==> config.mk <==
export PLATFORM = sky130hd
export DESIGN_NAME = invntt_host_ctrl_flat
export DESIGN_NICKNAME = d
export VERILOG_FILES = /design/src/rtl/invntt_host_ctrl_if.sv /design/src/rtl/invntt_host_ctrl.sv /design/src/flat_wrapper.sv
export SDC_FILE = /design/constraint.sdc
export NUM_CORES = 1
export LEC_CHECK = 0
export BUFFER_PORTS_ARGS = -buffer_cell sky130_fd_sc_hd__buf_2
export CORE_ASPECT_RATIO = 0.7
export CORE_UTILIZATION = 58
export CTS_BUF_LIST = sky130_fd_sc_hd__clkbuf_4
export DETAILED_ROUTE_END_ITERATION = 12
export GPL_TIMING_DRIVEN = 1
export MAX_ROUTING_LAYER = met4
export PLACE_DENSITY_LB_ADDON = 0.12
export SETUP_SLACK_MARGIN = 0.15
export SYNTH_ARGS = -nofsm -noshare
export SYNTH_HDL_FRONTEND = slang
export SYNTH_SLANG_ARGS = --single-unit
==> constraint.sdc <==
create_clock -name clk -period 10 [get_ports clk]
set_input_delay 3 -clock clk [delete_from_list [all_inputs] [get_ports clk]]
set_output_delay 3 -clock clk [all_outputs]
set_load 0.03 [all_outputs]
==> src/rtl/invntt_host_ctrl_if.sv <==
// rtl/invntt_host_ctrl_if.sv - host, stream and invntt core handshake bundle
interface invntt_host_ctrl_if #(
  parameter int DEPTH  = 8,
  parameter int DATA_W = 16
);
  logic              start;
  logic              busy;
  logic              done;
  logic              s_valid;
  logic              s_ready;
  logic [DATA_W-1:0] s_data;
  logic              m_valid;
  logic              m_ready;
  logic [DATA_W-1:0] m_data;
  logic              m_last;
  logic              core_readin;
  logic              core_readin_ok;
  logic              core_wr_en;
  logic [DEPTH-1:0]  core_wr_addr;
  logic [DATA_W-1:0] core_wr_data;
  logic              core_full_in;
  logic              core_cal_en;
  logic              core_done;
  logic [DEPTH-1:0]  core_rd_addr;
  logic [DATA_W-1:0] core_rd_data;
  logic              core_full_out;

  modport master (
    input  start, s_valid, s_data, m_ready, core_readin_ok, core_done, core_rd_data,
    output busy, done, s_ready, m_valid, m_data, m_last, core_readin, core_wr_en,
           core_wr_addr, core_wr_data, core_full_in, core_cal_en, core_rd_addr, core_full_out
  );

  modport slave (
    output start, s_valid, s_data, m_ready, core_readin_ok, core_done, core_rd_data,
    input  busy, done, s_ready, m_valid, m_data, m_last, core_readin, core_wr_en,
           core_wr_addr, core_wr_data, core_full_in, core_cal_en, core_rd_addr, core_full_out
  );
endinterface

==> src/rtl/invntt_host_ctrl.sv <==
// rtl/invntt_host_ctrl.sv - host-side load/compute/drain sequencer for the invntt core
module invntt_host_ctrl #(
  parameter int DEPTH      = 8,
  parameter int DATA_W     = 16,
  parameter int READIN_CYC = 2
) (
  input logic                clk,
  input logic                reset,
  invntt_host_ctrl_if.master bus
);
  localparam int N  = 1 << DEPTH;
  localparam int CW = DEPTH + 1;
  localparam int TW = (READIN_CYC > 1) ? $clog2(READIN_CYC) : 1;
  localparam logic [CW-1:0] CNT_LAST = CW'(N - 1);
  localparam logic [CW-1:0] CNT_N    = CW'(N);
  localparam logic [TW-1:0] T_LAST   = TW'(READIN_CYC - 1);

  typedef enum logic [6:0] {
    S_IDLE    = 7'b0000001,
    S_REQ     = 7'b0000010,
    S_LOAD    = 7'b0000100,
    S_CAL     = 7'b0001000,
    S_WAIT    = 7'b0010000,
    S_DRAIN   = 7'b0100000,
    S_RELEASE = 7'b1000000
  } state_t;

  state_t            state;
  logic [TW-1:0]     timer;
  logic [CW-1:0]     wcnt;
  logic [CW-1:0]     rcnt;
  logic [DATA_W-1:0] fifo_data [2];
  logic [1:0]        fifo_last;
  logic [1:0]        fifo_cnt;
  logic              fifo_head;
  logic              fifo_tail;
  logic              inflight;
  logic              inflight_last;
  logic              done_q;
  logic              wr_fire;
  logic              pop;
  logic              issue;
  logic [2:0]        occ;

  assign bus.busy          = (state != S_IDLE);
  assign bus.done          = done_q;
  assign bus.s_ready       = (state == S_LOAD) & bus.core_readin_ok;
  assign wr_fire           = bus.s_valid & bus.s_ready;
  assign bus.core_wr_en    = wr_fire;
  assign bus.core_wr_addr  = (state == S_LOAD) ? wcnt[DEPTH-1:0] : '0;
  assign bus.core_wr_data  = wr_fire ? bus.s_data : '0;
  assign bus.core_readin   = (state == S_REQ);
  assign bus.core_full_in  = (state == S_CAL);
  assign bus.core_cal_en   = (state == S_CAL) | (state == S_WAIT);
  assign bus.core_full_out = (state == S_RELEASE) & bus.core_done;
  assign bus.core_rd_addr  = (state == S_DRAIN) ? rcnt[DEPTH-1:0] : '0;

  // Result skid FIFO: reads land one cycle after issue, so credit counts the read in flight.
  assign bus.m_valid = (fifo_cnt != 2'd0);
  assign bus.m_data  = bus.m_valid ? fifo_data[fifo_head] : '0;
  assign bus.m_last  = bus.m_valid & fifo_last[fifo_head];
  assign pop         = bus.m_valid & bus.m_ready;
  assign fifo_tail   = fifo_head ^ fifo_cnt[0];
  assign occ         = {1'b0, fifo_cnt} + {2'b00, inflight} - {2'b00, pop};
  assign issue       = (state == S_DRAIN) && (rcnt < CNT_N) && (occ < 3'd2);

  always_ff @(posedge clk) begin
    if (reset) begin
      state         <= S_IDLE;
      timer         <= '0;
      wcnt          <= '0;
      rcnt          <= '0;
      fifo_data[0]  <= '0;
      fifo_data[1]  <= '0;
      fifo_last     <= '0;
      fifo_cnt      <= '0;
      fifo_head     <= 1'b0;
      inflight      <= 1'b0;
      inflight_last <= 1'b0;
      done_q        <= 1'b0;
    end else begin
      done_q        <= 1'b0;
      inflight      <= issue;
      inflight_last <= issue && (rcnt == CNT_LAST);
      if (issue) rcnt <= rcnt + CW'(1);
      if (inflight) begin
        fifo_data[fifo_tail] <= bus.core_rd_data;
        fifo_last[fifo_tail] <= inflight_last;
      end
      fifo_cnt <= fifo_cnt + {1'b0, inflight} - {1'b0, pop};
      if (pop) fifo_head <= ~fifo_head;

      unique case (state)
        S_IDLE: begin
          if (bus.start) begin
            state <= S_REQ;
            timer <= '0;
          end
        end
        S_REQ: begin
          if (timer == T_LAST) state <= S_LOAD;
          else                 timer <= timer + TW'(1);
        end
        S_LOAD: begin
          if (wr_fire) begin
            if (wcnt == CNT_LAST) begin
              wcnt  <= '0;
              state <= S_CAL;
            end else begin
              wcnt <= wcnt + CW'(1);
            end
          end
        end
        S_CAL: begin
          if (!bus.core_readin_ok) state <= S_WAIT;
        end
        S_WAIT: begin
          if (bus.core_done) begin
            state <= S_DRAIN;
            rcnt  <= '0;
          end
        end
        S_DRAIN: begin
          if (pop && bus.m_last) state <= S_RELEASE;
        end
        S_RELEASE: begin
          if (!bus.core_done) begin
            state  <= S_IDLE;
            done_q <= 1'b1;
          end
        end
        default: state <= S_IDLE;
      endcase
    end
  end
endmodule

==> src/flat_wrapper.sv <==
// flat-port wrapper written by rule: the top's interface ports become plain ports
module invntt_host_ctrl_flat 
#(
  parameter int DEPTH      = 8,
  parameter int DATA_W     = 16,
  parameter int READIN_CYC = 2
)
  (clk, reset, bus_start, bus_s_valid, bus_s_data, bus_m_ready, bus_core_readin_ok, bus_core_done, bus_core_rd_data, bus_busy, bus_done, bus_s_ready, bus_m_valid, bus_m_data, bus_m_last, bus_core_readin, bus_core_wr_en, bus_core_wr_addr, bus_core_wr_data, bus_core_full_in, bus_core_cal_en, bus_core_rd_addr, bus_core_full_out);
  invntt_host_ctrl_if #(.DEPTH(DEPTH), .DATA_W(DATA_W)) bus_i ();
  input logic clk;
  input logic reset;
  input wire logic [$bits(bus_i.start)-1:0] bus_start;
  input wire logic [$bits(bus_i.s_valid)-1:0] bus_s_valid;
  input wire logic [$bits(bus_i.s_data)-1:0] bus_s_data;
  input wire logic [$bits(bus_i.m_ready)-1:0] bus_m_ready;
  input wire logic [$bits(bus_i.core_readin_ok)-1:0] bus_core_readin_ok;
  input wire logic [$bits(bus_i.core_done)-1:0] bus_core_done;
  input wire logic [$bits(bus_i.core_rd_data)-1:0] bus_core_rd_data;
  output wire logic [$bits(bus_i.busy)-1:0] bus_busy;
  output wire logic [$bits(bus_i.done)-1:0] bus_done;
  output wire logic [$bits(bus_i.s_ready)-1:0] bus_s_ready;
  output wire logic [$bits(bus_i.m_valid)-1:0] bus_m_valid;
  output wire logic [$bits(bus_i.m_data)-1:0] bus_m_data;
  output wire logic [$bits(bus_i.m_last)-1:0] bus_m_last;
  output wire logic [$bits(bus_i.core_readin)-1:0] bus_core_readin;
  output wire logic [$bits(bus_i.core_wr_en)-1:0] bus_core_wr_en;
  output wire logic [$bits(bus_i.core_wr_addr)-1:0] bus_core_wr_addr;
  output wire logic [$bits(bus_i.core_wr_data)-1:0] bus_core_wr_data;
  output wire logic [$bits(bus_i.core_full_in)-1:0] bus_core_full_in;
  output wire logic [$bits(bus_i.core_cal_en)-1:0] bus_core_cal_en;
  output wire logic [$bits(bus_i.core_rd_addr)-1:0] bus_core_rd_addr;
  output wire logic [$bits(bus_i.core_full_out)-1:0] bus_core_full_out;
  assign bus_i.start = bus_start;
  assign bus_i.s_valid = bus_s_valid;
  assign bus_i.s_data = bus_s_data;
  assign bus_i.m_ready = bus_m_ready;
  assign bus_i.core_readin_ok = bus_core_readin_ok;
  assign bus_i.core_done = bus_core_done;
  assign bus_i.core_rd_data = bus_core_rd_data;
  assign bus_busy = bus_i.busy;
  assign bus_done = bus_i.done;
  assign bus_s_ready = bus_i.s_ready;
  assign bus_m_valid = bus_i.m_valid;
  assign bus_m_data = bus_i.m_data;
  assign bus_m_last = bus_i.m_last;
  assign bus_core_readin = bus_i.core_readin;
  assign bus_core_wr_en = bus_i.core_wr_en;
  assign bus_core_wr_addr = bus_i.core_wr_addr;
  assign bus_core_wr_data = bus_i.core_wr_data;
  assign bus_core_full_in = bus_i.core_full_in;
  assign bus_core_cal_en = bus_i.core_cal_en;
  assign bus_core_rd_addr = bus_i.core_rd_addr;
  assign bus_core_full_out = bus_i.core_full_out;
  invntt_host_ctrl #(.DEPTH(DEPTH), .DATA_W(DATA_W), .READIN_CYC(READIN_CYC)) u_core (.clk(clk), .reset(reset), .bus(bus_i));
endmodule
---- Word-level counts from Yosys, hierarchy flattened ----
Memories as Yosys holds them, arrays and structs flattened. A register that Yosys moved wholly into a read port is not among the register bits.
Index checks and enable logic that the tools add are counted.
cells by class
  $add $sub $neg .......................... 7
  order comparisons ....................... 5
  equal/unequal tests ..................... 18
  mux-type cells .......................... 36
  bitwise operators ....................... 9
  reduce and logical (&&, ||, !) cells .... 12
operators by type and width
  cell                                                        count
  2-to-1 mux 7 bit                                            8
  case mux 7 bit (7 select lines)                             1
  2-to-1 mux 16 bit                                           3
  2-to-1 mux 9 bit                                            4
  adder 9 x 1 -> 9 bit, second input constant                 2
  == test 9 x 8 -> 1 bit, second input constant               2
  2-to-1 mux 8 bit                                            2
  OR reduction 16 bit                                         1
  2-to-1 mux 1 bit                                            15
  inequality test 2 bit, second input constant                6
  less-than comparator 9 bit, second input constant           1
  AND reduction 8 bit                                         1
  == test 7 x 1 -> 1 bit, second input constant               1
  == test 7 x 2 -> 1 bit, second input constant               1
  == test 7 x 3 -> 1 bit, second input constant               1
  == test 7 x 4 -> 1 bit, second input constant               1
  == test 7 x 5 -> 1 bit, second input constant               1
  == test 7 x 6 -> 1 bit, second input constant               1
  == test 7 bit, second input constant                        1
  inequality test 7 x 1 -> 1 bit, second input constant       1
  AND 1 bit                                                   5
  logical AND 1 bit                                           5
  less-than comparator 1 x 2 -> 1 bit, second input constant  2
  inequality test 2 x 1 -> 1 bit, second input constant       2
  other kinds (16)                                            19
word-level totals
  bits in registers ....................... 34
  bits in writable memories ............... 32
  input bits .............................. 39
  output and inout port bits .............. 58
  word-level logic and storage cells ...... 98
  memories kept ........................... 1
memories
  memory            depth  width  read ports  clocked after memory_dff  wr ports  RTL line                source
  u_core.fifo_data  2      16     1           1                         2         invntt_host_ctrl.sv:32  logic [DATA_W-1:0] fifo_data [2];

---- Depth between registers and ports, before layout ----
Gate-level depths: netlist of the first run.
  depth after elaboration ................. 8
  mapped depth ............................ 13
  depth with buffers taken out ............ 12

---- Worst setup path before layout of the first run ----
OpenSTA, ideal clock, no wires.
  path kind ............................... input -> output
  from .................................... input port bus_s_valid
  to ...................................... output port bus_core_wr_data[0]
  arrival ................................. 3972 ps
  required time ........................... 7000 ps
  slack ................................... 3028 ps
  cell stages on the path ................. 4
  buffers on the path ..................... 1
  path through ............................ nand2_1 > nor3_4 > buf_2 > and2_1
between the ends
  cells in the longest elaborated chain, start to end .. 2
RTL lines
  element             RTL line                source
  start, declared     flat_wrapper.sv:13      input wire logic [$bits(bus_i.s_valid)-1:0] bus_s_valid;
  AND 1 bit           invntt_host_ctrl.sv:48  assign wr_fire = bus.s_valid & bus.s_ready;
  via bus_core_wr_en  flat_wrapper.sv:26      output wire logic [$bits(bus_i.core_wr_en)-1:0] bus_core_wr_en;
  2-to-1 mux 16 bit   invntt_host_ctrl.sv:51  assign bus.core_wr_data = wr_fire ? bus.s_data : '0;
  end, declared       flat_wrapper.sv:28      output wire logic [$bits(bus_i.core_wr_data)-1:0] bus_core_wr_data;
The timed path passes the listed nets, and every way through them passes these cells.

---- Worst setup path after layout of the first run ----
  from .................................... input port bus_core_readin_ok
  to ...................................... output port bus_core_wr_data[0]
between the ends
  cells in the longest elaborated chain, start to end .. 3
RTL lines
  element            RTL line                source
  start, declared    flat_wrapper.sv:16      input wire logic [$bits(bus_i.core_readin_ok)-1:0] bus_core_readin_ok;
  AND 1 bit          invntt_host_ctrl.sv:47  assign bus.s_ready = (state == S_LOAD) & bus.core_readin_ok;
  AND 1 bit          invntt_host_ctrl.sv:48
  2-to-1 mux 16 bit  invntt_host_ctrl.sv:51
Every way passes these cells.

==> results.cfg, run 1 <==
[drt]
wire_per_inst_um = 13.5
wl_um = 7000
first_iter_violations = 123
num_vias = 2768
antenna_left = 0
firstDrtPassIters = 4
drc = 0
viasPerCell = 5.33

[synthesis]
yosysUniqueCellTypes = 46
syn_nets = 393
ys.flop_type = dfxtp_1
async_flop_share_pct = 0
ys_seq_area_share_pct = 48.6
synth_cells = 348
yosys_warnings = 0
ys_ff_latch = 67
netlist_area_sq_um = 3420
syn_area_per_cell_sq_um = 9.82
synth_edf_count = 32
synth.most_common_cell = and2_1
yosysTopAreaCell = edfxtp_1
netlist.area_leader.share_pct = 28.1
synth_area_leaders = edfxtp_1, dfxtp_1, and2_1
synth_common_cells = and2_1, nor2_1, dfxtp_1, edfxtp_1, nand2_1

[sta]
finalHoldViolations = 0
maxSlewHeadroom_pct = 36.9
hold_ws_ns = 0.464
rsz0062_at_grt = no
fin_crit_ns = 7.25
max_freq_mhz = 138
fin_tns_setup_ns = 0
tightest_slew_ns = 0.945
finalMaxSlewViolations = 0
setup_viol = 0
post-route-period-util_pct = 72.5
fin_skew_ns = 0.0113
worst_slack_ns = 2.75

[worst_setup_path]
crit_fanout = 25
worstReg2RegStart = u_core.fifo_cnt[1]
arrival_ns = 4.25
cp_data_required_time_ns = 7.00
cpMostUsedCell = buf_2
cp-start-kind = input pin
crit_slowest_cell = nor3_4
cp-startpoint = bus_core_readin_ok
cp_cell_sequence = buf_2 > nand2_1 > nor3_4 > and2_1 > buf_2
crit_type = input pin to primary output
critPathMaxStageDelay_ns = 0.63
cp-end-kind = primary output

[cells_and_area]
fillers = 418
drive_gt1_share_pct = 26.6
syn2layout_area_growth_pct = 18.5
nets = 487
n_antenna_cell = 0
design_area_sq_um = 4050
final-seq-area_sq_um = 1660
multi_input_area_sq_um = 1630

[power]
finalPower_uw = 639
p_leak_uw = 0.00182
power.density_nw_per_um2 = 158
max-vdd-ir-drop_v = 0.000126

[grt]
grt_max_degree = 26
grt-ovfl-total = 0
grt_use_total_pct = 24.4
grt_pass1_vias = 2408
antenna_found_initial = 0
grt_pass1_wl_um = 11100

[hold_path]
hp-class = register to register
worstHoldStart = u_core.wcnt[8]

[floorplanning]
io_pins = 97
die_h_um = 66.2
core_area_sq_um = 5450
die-area_sq_um = 6210
die_width_um = 93.7
num_rows = 22
start_util_pct = 62.7

[clock_network]
ctsResizeCount = 0
cts.htree.levels = 3
postCtsSetupRepairBufs = 0
cts_tree = yes
numCtsBuffers = 9
hold_buffers = 0
worstSkewPairLatency_ns = 0.40
ctsLongestPathBuffers = 2
clkTransAtPathRegs_ns = 0.10
ctsRootBufferMaster = clkbuf_4
cts.sinks = 67

[placement]
postPlaceCellArea_sq_um = 3920
dp_worst_setup_slack_ns = 2.72
dpl.hpwl_um = 5030
gp_congestion = 0.975
port_buffers = 96

[flow_run]
cap_violations = 0

[outcome]
outcome = finished, final reports clean
cell families (layout without fill, tap and decap cells):
kind of cell / count (synthesis) / in the layout / synth area share (%)
fa+ha+maj: 6 / 6 / 2.42
mux: 18 / 18 / 5.27
simple gates: 190 / 190 / 30.5
compound gates: 22 / 22 / 4.65
buf+inv: 26 / 125 / 3.70
flops: 67 / 67 / 48.6
xor+xnor: 19 / 19 / 4.87
final cells by class:
class	count	area share, %
Sequential cell	67	41.1
Tap cell	72	2.23
Clock inverter	7	1.45
Inverter	10	0.927
Multi-Input combinational cell	255	40.2
Clock buffer	9	1.67
Timing Repair Buffer	99	12.4
placed cells by master (no fill, tap or decap), drive strengths merged, types with 2 or more instances in the layout:
cell type / count
nand4: 4
or4b: 2
clkbuf: 9
a32o: 2
buf: 99
clkinv: 5
xor2: 11
nor4bb: 2
edfxtp: 32
nor4: 3
or3: 3
nor2: 51
nand3: 10
and2: 60
dfxtp: 35
nand2b: 7
nand2: 22
o211ai: 2
nor2b: 2
o21ai: 3
inv: 10
and4: 2
nor3: 8
ha: 5
nor4b: 2
mux2i: 18
a21oi: 7
xnor2: 8
and3: 10
worst max-delay path: cells and delay by family:
family                 cells  cell delay (ns)
buffers and inverters      2             0.29
AND/OR/NAND/NOR            3             0.95
routing by layer:
| metal | wire (um) | track usage [%] | part of all wire [%] |
|---|---|---|---|
| met1 | 3250 | 31.6 | 46 |
| met2 | 3190 | 37.8 | 46 |
| met3 | 493 | 8.05 | 7.0 |
| met4 | 65 | 4.81 | 0.93 |
| met5 | 0 | - | 0 |
stage by stage:
step	cells	utilization, %
CTS	519	74.3
finish	519	74.3
global route	519	74.3
detailed placement	503	71.9
floorplan	348	-
global placement	503	71.9
final timing paths:
path	depth (start not counted)	slack (ns)	endpoint
setup / recovery	5	2.75	bus_core_wr_data[0]
hold / removal	1	0.46	u_core.wcnt[8]
setup reg to reg	12	7.03	u_core.rcnt[4]
hold reg to reg	1	0.46	u_core.wcnt[8]
registers in the layout (all words and copies together), names as in the netlist, named ones only:
register / count
u_core.inflight_last: 1
u_core.state: 7
u_core.wcnt: 9
u_core.inflight: 1
u_core.fifo_last: 2
u_core.fifo_data: 32
u_core.fifo_cnt: 2
u_core.bus.done: 1
u_core.fifo_head: 1
u_core.timer: 1
u_core.rcnt: 9
report_power, final:
part           switching, uW  total [uW]  internal [uW]
combinational            100         158           57.8
clock                   90.1         163           72.9
sequential              17.9         318            300
(Power assumes the default switching activity.)
==> inputs of run 2 (changes only) <==
--- a/config.mk
+++ b/config.mk
@@ -7,7 +7,7 @@
 export LEC_CHECK = 0
 export BUFFER_PORTS_ARGS = -buffer_cell sky130_fd_sc_hd__buf_2
 export CORE_ASPECT_RATIO = 0.7
-export CORE_UTILIZATION = 58
+export CORE_UTILIZATION = 54
 export CTS_BUF_LIST = sky130_fd_sc_hd__clkbuf_4
 export DETAILED_ROUTE_END_ITERATION = 12
 export GPL_TIMING_DRIVEN = 1
==> constraint.sdc (replaced) <==
create_clock -name clk -period 7.4 [get_ports clk]
set_input_delay 2.22 -clock clk [delete_from_list [all_inputs] [get_ports clk]]
set_output_delay 2.22 -clock clk [all_outputs]
set_load 0.03 [all_outputs]
==> run 2 against run 1 <==
Effect of this change:
- clock power up 40%
- global-route usage decreased by 0.56 points
- hold slack better by 0.015 ns
- cell area is essentially flat
- die area grew 7.2%
- cell count grew 0.39%
- sequential share of layout area about the same
- sequential power is 35% higher
- clock skew increased by 0.0045 ns
- non-clock buffer count is 1 lower
- critical path type unchanged
- largest power group unchanged
- highest routed layer unchanged
==> results.cfg, run 2 (synthesized netlist as in run 1, its figures left out) <==
[drt]
firstDrtPassIters = 4
wire_per_inst_um = 14.0
first_iter_violations = 134
drc = 0
wl_um = 7310
viasPerCell = 5.38
num_vias = 2805
antenna_left = 0

[sta]
fin_crit_ns = 5.69
tightest_slew_ns = 1.18
worst_slack_ns = 1.71
fin_skew_ns = 0.0158
finalMaxSlewViolations = 0
rsz0062_at_grt = no
maxSlewHeadroom_pct = 20.9
max_freq_mhz = 176
post-route-period-util_pct = 76.9
fin_tns_setup_ns = 0
finalHoldViolations = 0
setup_viol = 0

[power]
max-vdd-ir-drop_v = 0.000145
power.density_nw_per_um2 = 215
p_leak_uw = 0.00181

[flow_run]
cap_violations = 0

[floorplanning]
io_pins = 97
die_width_um = 97.1
start_util_pct = 57.9
core_area_sq_um = 5900
die-area_sq_um = 6650
die_h_um = 68.6
num_rows = 23

[worst_setup_path]
cpMostUsedCell = buf_2
path_buf_inv = 2
cp_cell_sequence = buf_2 > nand2_1 > nor3_4 > and2_1 > buf_2
arrival_ns = 3.47
cp_data_required_time_ns = 5.18
worstReg2RegStart = u_core.fifo_cnt[1]
crit_fanout = 25
cp-start-kind = input pin
path_delay_family = simple AND/OR/NAND/NOR gates
cp-startpoint = bus_core_readin_ok
crit_type = input pin to primary output
crit_slowest_cell = nor3_4
critPathMaxStageDelay_ns = 0.63
cp-end-kind = primary output

[clock_network]
ctsRootBufferMaster = clkbuf_4
cts_tree = yes
ctsResizeCount = 0
clkTransAtPathRegs_ns = 0.10
cts.htree.levels = 3
hold_buffers = 0
worstSkewPairLatency_ns = 0.41
postCtsSetupRepairBufs = 0
cts.sinks = 67
numCtsBuffers = 9
ctsLongestPathBuffers = 2

[placement]
dpl.hpwl_um = 5230
dp_worst_setup_slack_ns = 1.65
port_buffers = 96
gp_congestion = 0.900

[cells_and_area]
largest_reg_flops = 32
layout_common_cells = buf_2, and2_1, nor2_1
syn2layout_area_growth_pct = 18.5
reg_top3 = u_core.fifo_data (32), u_core.rcnt (9), u_core.wcnt (9)
fillers = 489
nets = 486
n_antenna_cell = 0
drive_gt1_share_pct = 26.7
final_common_cell = buf_2
largest-register = u_core.fifo_data

[hold_path]
worstHoldStart = u_core.wcnt[8]
hp-class = register to register

[grt]
grt_max_degree = 26
grt-ovfl-total = 0
grt_pass1_wl_um = 11800
grt_pass1_vias = 2493
grt_use_total_pct = 23.8
antenna_found_initial = 0

[outcome]
outcome = finished, final reports clean
[run 2: power breakdown]
part           internal [uW]  total (uW)  switching [uW]  leakage [uW]
Combinational           77.8         212             134       0.00116
Sequential               406         429            23.6      0.000586
Clock                    104         229             125     0.0000675
Total                    587         871             283       0.00181
[run 2: path summary, 6_finish.rpt]
| path | endpoint | slack [ns] | cells after the start |
|---|---|---|---|
| setup / recovery | bus_core_wr_data[10] | 1.71 | 5 |
| hold / removal | u_core.wcnt[8] | 0.48 | 1 |
| setup reg to reg | u_core.rcnt[7] | 4.55 | 12 |
| hold reg to reg | u_core.wcnt[8] | 0.48 | 1 |
[run 2: per-layer routing]
metal | vias up | routed length (um) | global-route usage [%]
li1 | 1377 | - | -
met2 | 106 | 3390 | 37.2
met5 | - | 0 | -
met3 | 4 | 513 | 6.05
met4 | 0 | 44 | 8.58
met1 | 1318 | 3360 | 30.7
[run 2: stage by stage]
stage,util (%),hold WS [ns],total power [uW],cell area [sq um],instances
2_1_floorplan,-,0.423,584,3420,348
5_1_grt,68.7,0.491,916,4050,521
4_1_cts,68.7,0.476,875,4050,521
3_5_place_dp,66.4,0.436,648,3920,505
6_report,68.7,0.479,871,4050,521
3_3_place_gp,66.4,0.428,643,3920,505
[run 2: area by class of cell]
| class | instances | area, sq um | area share, % |
|---|---|---|---|
| well taps | 75 | 93.8 | 2.32 |
| inverters | 10 | 37.5 | 0.927 |
| multi-input cells | 255 | 1630 | 40.2 |
| clock buffers | 10 | 75.1 | 1.85 |
| clock inverters | 6 | 57.6 | 1.42 |
| repair buffers | 98 | 495 | 12.2 |
| flip-flops and latches | 67 | 1660 | 41.0 |
==> inputs of run 3 (changes only) <==
==> constraint.sdc (replaced) <==
create_clock -name clk -period 5.6 [get_ports clk]
set_input_delay 1.68 -clock clk [delete_from_list [all_inputs] [get_ports clk]]
set_output_delay 1.68 -clock clk [all_outputs]
set_load 0.03 [all_outputs]
==> run 3 against run 2 <==
Effect of this change:
- hold slack worse by 0.025 ns
- clock skew is 0.0026 ns higher
- combinational power grew 32%
- sequential share of layout area grew 0.28 points
- sequential cell count is the same
- cell count unchanged
- global-route usage shrank 1.3 points
- register-to-register slack got worse by 1.8 ns
- non-clock buffer count stayed put
==> results.cfg, run 3 (synthesized netlist as in run 1, its figures left out) <==
[outcome]
outcome = finished, final reports clean

[worst_setup_path]
crit_fanout = 25
arrival_ns = 2.94
cp-end-kind = primary output
cp_data_required_time_ns = 3.92
critPathMaxStageDelay_ns = 0.64
cp_cell_sequence = buf_2 > nand2_1 > nor3_4 > and2_1 > buf_2
crit_type = input pin to primary output
cp-start-kind = input pin
crit_slowest_cell = nor3_4
cpMostUsedCell = buf_2

[drt]
first_iter_violations = 132
drc = 0
firstDrtPassIters = 4
wire_per_inst_um = 13.6
wl_um = 7080
viasPerCell = 5.27
num_vias = 2747
antenna_left = 0

[clock_network]
ctsLongestPathBuffers = 2
cts.sinks = 67
numCtsBuffers = 9
worstSkewPairLatency_ns = 0.40
cts.htree.levels = 3
ctsResizeCount = 0
ctsRootBufferMaster = clkbuf_4
clkTransAtPathRegs_ns = 0.10
postCtsSetupRepairBufs = 0
hold_buffers = 0
cts_tree = yes

[sta]
tightest_slew_ns = 1.20
max_freq_mhz = 216
post-route-period-util_pct = 82.5
hold_ws_ns = 0.454
setup_viol = 0
finalHoldViolations = 0
fin_skew_ns = 0.0185
fin_crit_ns = 4.62
finalMaxSlewViolations = 0
maxSlewHeadroom_pct = 19.7
fin_tns_setup_ns = 0
rsz0062_at_grt = no

[grt]
grt_pass1_wl_um = 11200
busiest_layer = met2
grt.met3_usage_pct = 7.16
grt_util_met2_pct = 35.7
grt_use_total_pct = 22.6
grt_pass1_vias = 2471
grt_max_degree = 26
met1_usage_pct = 28.2
grt-ovfl-total = 0
antenna_found_initial = 0

[cells_and_area]
final_common_cell = buf_2
syn2layout_area_growth_pct = 17.7
reg_top3 = u_core.fifo_data (32), u_core.rcnt (9), u_core.wcnt (9)
drive_gt1_share_pct = 26.2
layout_common_cells = buf_2, and2_1, nor2_1
design_area_sq_um = 4020
largest-register = u_core.fifo_data
nets = 486
largest_reg_flops = 32
n_antenna_cell = 0

[floorplanning]
die_width_um = 97.1
num_rows = 23
start_util_pct = 57.9
die_h_um = 68.6
die-area_sq_um = 6650
core_area_sq_um = 5900
io_pins = 97

[placement]
dpl.hpwl_um = 5080
postPlaceCellArea_sq_um = 3920
gp_congestion = 0.909
port_buffers = 96

[flow_run]
cap_violations = 0

[power]
p_leak_uw = 0.00180
power.density_nw_per_um2 = 274
max-vdd-ir-drop_v = 0.000185

[hold_path]
hp-class = register to register
## run 3: final timing paths
check / from / endpoint / slack [ns] / cells after the start
worst max register to register: u_core.fifo_cnt[1] / u_core.rcnt[4] / 2.73 / 12
worst max-delay path: bus_core_readin_ok / bus_core_wr_data[9] / 0.98 / 5
worst min-delay path: u_core.wcnt[8] / u_core.wcnt[8] / 0.45 / 1
worst min register to register: u_core.wcnt[8] / u_core.wcnt[8] / 0.45 / 1
## run 3: power by group
group          internal, uW  total (uW)  leakage, uW  switching, uW
Clock                  95.8         255    0.0000570            159
Sequential              536         566     0.000586           30.2
Combinational           103         280      0.00116            177
Total                   735        1100      0.00180            366
## run 3: per-stage QoR
step | instances | setup slack [ns] | utilization [%] | power (uW)
after detailed placement | 505 | 0.971 | 66.4 | 855
final | 521 | 0.978 | 68.2 | 1100
after floorplan | 348 | 1.27 | - | 772
after global placement | 505 | 1.02 | 66.4 | 849
after global routing | 521 | 0.803 | 68.2 | 1160
after CTS | 521 | 0.974 | 68.2 | 1110
## run 3: area by class of cell
| type | count | area (sq um) |
|---|---|---|
| inverter | 10 | 37.5 |
| tap | 75 | 93.8 |
| clock buffer | 11 | 82.6 |
| fill | 502 | 1880 |
| timing repair buffer | 98 | 495 |
| clock inverter | 5 | 22.5 |
| sequential | 67 | 1660 |
| multi-input combinational | 255 | 1630 |
## run 3: critical path: cells and delay by family
kind                   cells  cell delay (ns)
and+or+nand+nor            3             0.96
buffers and inverters      2             0.29
## run 3: per-layer routing
metal,vias to the layer above,routed length [um]
li1,1384,-
met1,1249,3260
met2,108,3240
met3,6,529
met4,0,46
met5,-,0
